<file path="src/rtl/pipelined_shifter.sv">
// Pipelined N-bit shifter (SLL/SRL/SRA/ROR): one register stage per shift-amount bit,
// with a valid/ready handshake on both sides and a global stall under backpressure.
module pipelined_shifter #(
  parameter int N = 32
) (
  input  logic                 clk,
  input  logic                 rst,
  input  logic                 flush,
  input  logic                 in_valid,
  output logic                 in_ready,
  input  logic [N-1:0]         in_data,
  input  logic [$clog2(N)-1:0] in_shamt,
  input  logic [1:0]           in_op,
  output logic                 out_valid,
  input  logic                 out_ready,
  output logic [N-1:0]         out_data
);

  localparam int L   = $clog2(N);
  // Stage i keeps only the shamt bits still needed downstream (i+1..L-1), packed as a triangle.
  localparam int TRI = (L * (L - 1)) / 2;

  localparam logic [1:0] OP_SLL = 2'b00;
  localparam logic [1:0] OP_SRL = 2'b01;
  localparam logic [1:0] OP_SRA = 2'b10;
  localparam logic [1:0] OP_ROR = 2'b11;

  logic [L-1:0]   valid_r;
  logic [N-1:0]   data_r [L];
  logic [1:0]     op_r [L-1];
  logic [L-2:0]   sign_r;
  logic [TRI-1:0] shamt_r;
  logic [N-1:0]   nxt_data_s [L];
  logic           advance_s;
  logic           accept_s;

  function automatic int tri_off(input int i);
    return i * (L - 1) - (i * (i - 1)) / 2;
  endfunction

  function automatic logic [N-1:0] stage_shift(input logic [N-1:0] d, input logic [1:0] op,
                                               input logic sgn, input logic en, input int amt);
    logic [N-1:0] fill;
    logic [N-1:0] r;
    fill = {N{sgn}} << (N - amt);
    case (op)
      OP_SLL:  r = d << amt;
      OP_SRL:  r = d >> amt;
      OP_SRA:  r = (d >> amt) | fill;
      OP_ROR:  r = (d >> amt) | (d << (N - amt));
      default: r = d;
    endcase
    if (en) begin
      return r;
    end else begin
      return d;
    end
  endfunction

  assign advance_s = !valid_r[L-1] || out_ready;
  assign in_ready  = advance_s && !flush;
  assign accept_s  = in_valid && in_ready;
  assign out_valid = valid_r[L-1];
  assign out_data  = data_r[L-1];

  // Per-stage shift: stage i shifts by 2^i when its shamt bit is set.
  always_comb begin
    nxt_data_s[0] = stage_shift(in_data, in_op, in_data[N-1], in_shamt[0], 1);
    for (int i = 1; i < L; i++) begin
      nxt_data_s[i] = stage_shift(data_r[i-1], op_r[i-1], sign_r[i-1],
                                  shamt_r[tri_off(i-1)], 1 << i);
    end
  end

  // Pipeline registers: global stall when the output is held, flush clears valids only.
  always_ff @(posedge clk or posedge rst) begin
    if (rst) begin
      valid_r <= {L{1'b0}};
      sign_r  <= {(L-1){1'b0}};
      shamt_r <= {TRI{1'b0}};
      for (int i = 0; i < L; i++) begin
        data_r[i] <= {N{1'b0}};
      end
      for (int i = 0; i < L - 1; i++) begin
        op_r[i] <= 2'b00;
      end
    end else begin
      if (flush) begin
        valid_r <= {L{1'b0}};
      end else if (advance_s) begin
        valid_r <= {valid_r[L-2:0], accept_s};
      end else begin
        valid_r <= valid_r;
      end
      if (advance_s) begin
        for (int i = 0; i < L; i++) begin
          data_r[i] <= nxt_data_s[i];
        end
        op_r[0]          <= in_op;
        sign_r[0]        <= in_data[N-1];
        shamt_r[L-2:0]   <= in_shamt[L-1:1];
        for (int i = 1; i < L - 1; i++) begin
          op_r[i]   <= op_r[i-1];
          sign_r[i] <= sign_r[i-1];
          for (int j = 0; j < L - 1 - i; j++) begin
            shamt_r[tri_off(i) + j] <= shamt_r[tri_off(i-1) + 1 + j];
          end
        end
      end
    end
  end

endmodule

</file>
<file path="config.mk">
export PLATFORM = sky130hd
export DESIGN_NAME = pipelined_shifter
export DESIGN_NICKNAME = d
export VERILOG_FILES = /design/src/rtl/pipelined_shifter.sv
export SDC_FILE = /design/constraint.sdc
export NUM_CORES = 1
export LEC_CHECK = 0
export BUFFER_PORTS_ARGS = -buffer_cell sky130_fd_sc_hd__buf_2
export CAP_MARGIN = 40
export CORE_UTILIZATION = 55
export DETAILED_ROUTE_END_ITERATION = 16
export HOLD_SLACK_MARGIN = 0.12
export PLACE_DENSITY = 0.77
export SETUP_SLACK_MARGIN = 0.02
export SLEW_MARGIN = 20
export SYNTH_ARGS = -nofsm -noshare
export SYNTH_HDL_FRONTEND = slang
export SYNTH_SLANG_ARGS = --single-unit
</file>
<file path="constraint.sdc">
create_clock -name clk -period 5.9 [get_ports clk]
set_input_delay 0.59 -clock clk [delete_from_list [all_inputs] [get_ports clk]]
set_output_delay 0.59 -clock clk [all_outputs]
set_load 0.01 [all_outputs]
</file>
-- After elaboration in Yosys (flattened, before gate mapping)
Index checks and enable logic that the tools add are counted.
- register bits after elaboration: 187
- bits of input ports: 44
- output and inout bits: 34
- word-level logic and storage cells: 60
- eq/ne operators: 15
- mux-type cells: 12
- bitwise operators: 10
- reductions and logical operators: 11
- operators with widths (operator ; number):
    case mux 32 bit (4 select lines) ; 5
    2-to-1 mux 32 bit ; 5
    bitwise OR 16 x 32 -> 32 bit ; 2
    bitwise OR 24 x 32 -> 32 bit ; 2
    bitwise OR 28 x 32 -> 32 bit ; 2
    bitwise OR 30 x 32 -> 32 bit ; 2
    bitwise OR 31 x 32 -> 32 bit ; 2
    == test 2 bit (second input constant) ; 10
    == test 2 x 1 -> 1 bit (second input constant) ; 5
    logical NOT 2 bit ; 5
    2-to-1 mux 5 bit ; 2
    logical AND 1 bit ; 2
    logical NOT 1 bit ; 2
    nonzero test 2 bit ; 1
    logical OR 1 bit ; 1

-- Longest topological paths before layout
Gate-level depths: netlist of the first run.
- depth after elaboration: 6
- depth in mapped cells: 6
- mapped depth without buffers: 3

-- Least setup slack after synthesis of the first run
No wires, ideal clock.
- kind: input port to output port
- start point: input out_ready
- end point: output in_ready
- arrival time: 1.270 ns
- data required time: 5.310 ns
- setup slack: 4.040 ns
- stages on the path: 5
- buffers on the path: 3
- path through: nor2b_1 > buf_2 > buf_2 > buf_2 > nor2_1
- word-level cells in the longest chain between the ends: 2
- ends and longest elaborated chain (element ; RTL line ; RTL):
    from (decl) ; 15 ; input logic out_ready,
    logical OR 1 bit ; 60 ; assign advance_s = !valid_r[L-1] || out_ready;
    logical AND 1 bit ; 61 ; assign in_ready = advance_s && !flush;
    to (decl) ; 10 ; output logic in_ready,
Every way passes these cells.

-- Final worst setup path of the first run
- start point: register valid_r[4]
- end point: output in_ready
- word-level cells in the longest chain between the ends: 3
- ends and longest elaborated chain (element ; RTL line ; RTL):
    from (decl) ; 28 ; logic [L-1:0] valid_r;
    from (signal assigned) ; 78 ; valid_r <= {L{1'b0}};
    from (signal assigned) ; 89 ; valid_r <= {L{1'b0}};
    from (signal assigned) ; 91 ; valid_r <= {valid_r[L-2:0], accept_s};
    logical NOT 1 bit ; 60 ;
    logical OR 1 bit ; 60 ;
    logical AND 1 bit ; 61 ;
Every way passes these cells.

==> impl_metrics.yaml, run 1 <==
run_status:
  status: "completed"
clock_tree:
  insertion_delay_ns: 0.44
  postCtsSetupRepairBufs: 0
  cts_tree: "done"
  cts_buffer_depth: 2
  h-tree-depth: 4
  postCtsHoldBufs: 0
  root_buffer: "clkbuf_16"
  post_cts_resized: 0
  clk_pin_slew_ns: 0.07
  cts.sinks: 187
  cts_made_buffers: 17
sta:
  clock_skew_ns: 0.00975
  setup_ws_ns: 3.08
  finalCritPeriodShare: 0.478
  drv_slew: 0
  relSlewSlack: 0.402
  setup_viol: 0
  finalHoldViolations: 0
  worstMarginPinSlew_ns: 0.897
  layout_min_cycle_time_ns: 2.82
  worst_hold_slack_ns: 0.145
  setup_tns_ns: 0
  fmaxAchievable_mhz: 354
  rsz0062_at_grt: "false"
synth:
  yosys_warnings: 0
  syn_avg_cell_area_um2: 8.99
  synth.area.top_cells: "dfrtp_1 45%, o21ai_0 12%, o211a_1 7.4%"
  synth_top_area_share: 0.448
  async_flop_share: 1.00
  ys_ff_latch: 187
  synth.cell_area_um2: 10400
  synth_top_cell_by_area: "dfrtp_1"
  syn_nets: 1205
  synth.distinct_cells: 35
  seq_area_frac_synth: 0.448
  netlist_instances: 1161
  synth_edf_count: 0
  ys.flop_type: "dfrtp_1"
drt:
  firstDrtPassIters: 5
  antenna_left: 0
  vias: 8514
  routed_wl_um: 24300
  vias_per_cell: 6.17
  wire_per_inst_um: 17.7
  post-route-drc-count: 0
  drt_iter0_markers: 899
critical_path:
  rrSetupSlack_ns: 3.67
  cp-end-kind: "output pin"
  reg2reg_from: "valid_r[4]"
  crit_fanout: 52
  cpPeakStageDelay_ns: 0.65
  setup.worst_path.start: "valid_r[4]"
  r2r_cells: 4
  r2r_end: "data_r[48]"
  crit_required_ns: 5.31
  crit_arrival_ns: 2.23
  crit_buf_inv: 2
  cp_slowest_cell: "nor2b_4"
  cpLargestDelayFamily: "simple AND/OR/NAND/NOR gates"
  crit_type: "register to output pin"
  worstSetupStartpointType: "register"
  path_cells: "nor2b_4 -> buf_4 -> nor2_1 -> buf_2"
power_and_ir_drop:
  sw_frac_of_total: 0.289
  p_sw_mw: 0.982
  pwr-share-seq: 0.468
  ir_worst_vdd_v: 0.000200
  total_power_mw: 3.40
  clockPowerShare: 0.351
  pwr-share-comb: 0.181
  p_int_mw: 2.42
  leakage_nw: 5.26
  power.density_nw_per_um2: 304
floorplan:
  core-area_um2: 18600
  dieArea_um2: 19500
  design.portCount: 78
  die_h_um: 140
  start_util: 0.560
  rows: 50
  die_w_um: 140
global_routing:
  grt_max_degree: 92
  grt_pass1_vias: 7581
  grt_pass1_wl_um: 39900
  overflow: 0
  grt.total_usage: 0.254
  antenna_found_initial: 0
layout:
  mostFrequentLayoutCell: "o21ai_0"
  fin_nets: 1177
  final_cell_mix: "241 x o21ai_0, 187 x dfrtp_1, 158 x nand2_1, 79 x inv_1"
  area_delta_synth_final_pct: 7.00
  final_cell_area_um2: 11200
  antenna_cells: 0
  drive_gt1_frac: 0.152
min_path:
  hp-class: "primary input to asynchronous set/reset pin"
placement:
  post_dp_cell_area_um2: 10500
  gp_congestion: 0.857
  port-buffer-count: 77
  preCtsSetupSlack_ns: 3.23
  hpwl_um: 16600
run:
  cap_violations: 0
## power by group through the flow
stage          Sequential, mW  Clock [mW]  Combinational, mW
2_1_floorplan            1.56           0              0.515
3_3_place_gp             1.61           0              0.578
3_5_place_dp             1.62           0              0.600
4_1_cts                  1.59        1.21              0.604
5_1_grt                  1.61        1.26              0.682
6_report                 1.59        1.19              0.614
## worst register-to-register path, stage by stage, from the launching register on
cell	delay (ns)
dfrtp_1	0.42
nand2b_4	0.51
buf_4	0.74
o21ai_0	0.31
o21ai_1	0.18
## cell families after synthesis
logic type	Yosys count	share of synthesized area
muxes	15	0.0165
buffers and inverters	227	0.106
AOI/OAI and AO/OA	548	0.357
xor gates and xnor gates	1	0.00156
DFF	187	0.448
and+or+nand+nor	183	0.0711
## metal layers
metal | GRT usage | wire [um] | share of wire | vias to the layer above
met5 | 0 | 0 | 0 | -
met4 | 0.102 | 623 | 0.026 | 0
met3 | 0.0444 | 1120 | 0.046 | 38
met2 | 0.401 | 11300 | 0.47 | 296
met1 | 0.349 | 11300 | 0.46 | 4089
li1 | - | - | - | 4091
## worst max path at each step
| stage | slack [ns] | end | cells past startpoint |
|---|---|---|---|
| finish | 3.08 | in_ready | 4 |
| global route | 2.87 | in_ready | 4 |
| CTS | 3.01 | in_ready | 4 |
| detailed placement | 3.23 | in_ready | 5 |
| global placement | 3.27 | in_ready | 5 |
| floorplan | 0.22 | data_r[100] | 1 |
## through the flow
stage	cells	util
after CTS	1376	0.597
after global routing	1379	0.599
after detailed placement	1345	0.564
final	1379	0.599
after global placement	1340	0.560
after floorplan	1161	-
## flip-flops by register name (all words and copies together) (netlist names)
register / count
out_data: 32
data_r: 128
valid_r: 5
op_r: 8
sign_r: 4
shamt_r: 10
## synth_stat cells (18+ instances only)
cell type and n:
o21a_1 34, inv_1 80, o211a_1 77, buf_4 34
nand2_1 158, o22ai_2 22, o21ai_0 241, dfrtp_1 187
o22ai_1 47, a211oi_1 36, a2bb2oi_1 19, o21ai_1 31
buf_2 31, a221oi_1 18, clkbuf_1 67
## final cells by class
class / count / area [um2]
fill: 1585 / 7480
sequential: 187 / 4680
multi-input combinational: 747 / 4670
timing repair buffer: 98 / 608
clock buffer: 19 / 433
inverter: 82 / 313
tap: 234 / 293
clock inverter: 12 / 173
(Power assumes the default switching activity.)
==> run 2, diff against run 1 <==
- clock period: 5.9 -> 2.3 ns (I/O delays scaled with it)
==> impl_metrics.yaml, run 2 (synthesis gave the netlist of run 1 again) <==
run_status:
  status: "completed"
layout:
  largest_reg_flops: 128
  final_cell_mix: "241 x o21ai_0, 187 x dfrtp_1, 158 x nand2_1, 79 x inv_1"
  final_cell_area_um2: 11700
  area_delta_synth_final_pct: 11.9
  mostFrequentLayoutCell: "o21ai_0"
  top_register: "data_r"
  drive_gt1_frac: 0.153
  fin_nets: 1229
  antenna_cells: 0
  fin_cells: 1431
critical_path:
  crit_type: "register to register"
  crit_arrival_ns: 2.34
  worstSetupStartpointType: "register"
  r2r_end: "data_r[145]"
  cp-end-kind: "register"
  reg2reg_from: "valid_r[4]"
  r2r_cells: 5
  crit_fanout: 64
  rrSetupSlack_ns: 0.33
  crit_required_ns: 2.67
min_path:
  hp-class: "primary input to register"
  hold_path_depth: 3
  holdPathEnd: "data_r[143]"
  hp-start: "in_data[14]"
floorplan:
  dieArea_um2: 19500
  die_w_um: 140
  die_h_um: 140
  rows: 50
  core-area_um2: 18600
  start_util: 0.560
  design.portCount: 78
clock_tree:
  cts.sinks: 187
  post_cts_resized: 0
  root_buffer: "clkbuf_16"
  cts_tree: "done"
  insertion_delay_ns: 0.44
  cts_made_buffers: 17
  cts_buffer_depth: 2
  postCtsSetupRepairBufs: 0
  clk_pin_slew_ns: 0.06
  h-tree-depth: 4
placement:
  place_inst: 1357
  gp_congestion: 0.866
  port-buffer-count: 77
  post_dp_cell_area_um2: 10700
  hpwl_um: 17300
  preCtsSetupSlack_ns: 0.480
drt:
  wire_per_inst_um: 17.5
  vias_per_cell: 6.07
  vias: 8686
  routed_wl_um: 25100
  drt_iter0_markers: 704
  antenna_left: 0
  post-route-drc-count: 0
  firstDrtPassIters: 5
global_routing:
  grt_pass1_wl_um: 41300
  grt_pass1_vias: 8076
  antenna_found_initial: 0
  grt_max_degree: 108
  overflow: 0
  grt.total_usage: 0.263
power_and_ir_drop:
  leakage_nw: 5.47
  power.density_nw_per_um2: 735
  ir_worst_vdd_v: 0.000560
run:
  cap_violations: 0
sta:
  finalHoldViolations: 0
  worstMarginPinSlew_ns: 0.754
  clock_skew_ns: 0.00728
  rsz0062_at_grt: "false"
  drv_slew: 0
  finalCritPeriodShare: 0.857
  layout_min_cycle_time_ns: 1.97
  setup_ws_ns: 0.329
  relSlewSlack: 0.497
  fmaxAchievable_mhz: 507
  setup_viol: 0
run 2: cell count changes in the layout (fill, tap and decap cells not counted), moves of 2 or more:
cell	delta
clkinvlp_4	+3
buf_8	-5
buf_12	+10
buf_4	+6
dlygate4sd3_1	+42
bufinv_16	-2
run 2: worst max-delay path, cell delays in order (launching register included):
cell,delay (ns)
dfrtp_1,0.41
nand2b_4,0.34
buf_12,0.27
o21ai_0,0.13
o22ai_1,0.13
dlygate4sd3_1,0.57
run 2: cell type report:
| cell class | count | area, um2 |
|---|---|---|
| repair buffers | 150 | 1170 |
| clock inverters | 11 | 123 |
| inverters | 82 | 312 |
| well taps | 234 | 293 |
| flip-flops and latches | 187 | 4680 |
| fillers | 1564 | 6960 |
| clock buffers | 20 | 437 |
| multi-input cells | 747 | 4670 |
run 2: repair_timing:
action,4_1_cts,5_1_grt
endpoints found under the hold margin,46,0
endpoints found under the setup margin,0,0
hold buffers,42,0
run 2: layer usage:
metal	track usage	vias up	routed length, um
li1	-	4193	-
met1	0.343	4126	11100
met2	0.443	321	12200
met3	0.0403	46	1230
met4	0.101	0	544
met5	0	-	0
run 2: power by group:
group | internal, mW | total (mW) | switching, mW
clock | 1.59 | 2.84 | 1.25
combinational | 0.729 | 1.65 | 0.916
sequential | 3.73 | 4.10 | 0.374
run 2: per-stage QoR:
step | TNS [ns] | utilization | hold WS (ns) | power (mW)
2_1_floorplan | -62.93 | - | 0.293 | 5.31
3_3_place_gp | 0 | 0.573 | 0.228 | 5.66
3_5_place_dp | 0 | 0.573 | 0.231 | 5.72
4_1_cts | 0 | 0.626 | 0.123 | 8.58
5_1_grt | 0 | 0.627 | 0.140 | 8.97
6_report | 0 | 0.627 | 0.127 | 8.58
run 2: how the worst max path moves through the flow:
| stage | startpoint | to | depth (start not counted) |
|---|---|---|---|
| floorplan | rst | data_r[100] | 1 |
| detailed placement | op_r[4] | data_r[95] | 3 |
| CTS | valid_r[4] | data_r[135] | 5 |
| global route | valid_r[4] | data_r[135] | 5 |
| finish | valid_r[4] | data_r[145] | 5 |
| global placement | op_r[2] | data_r[38] | 3 |
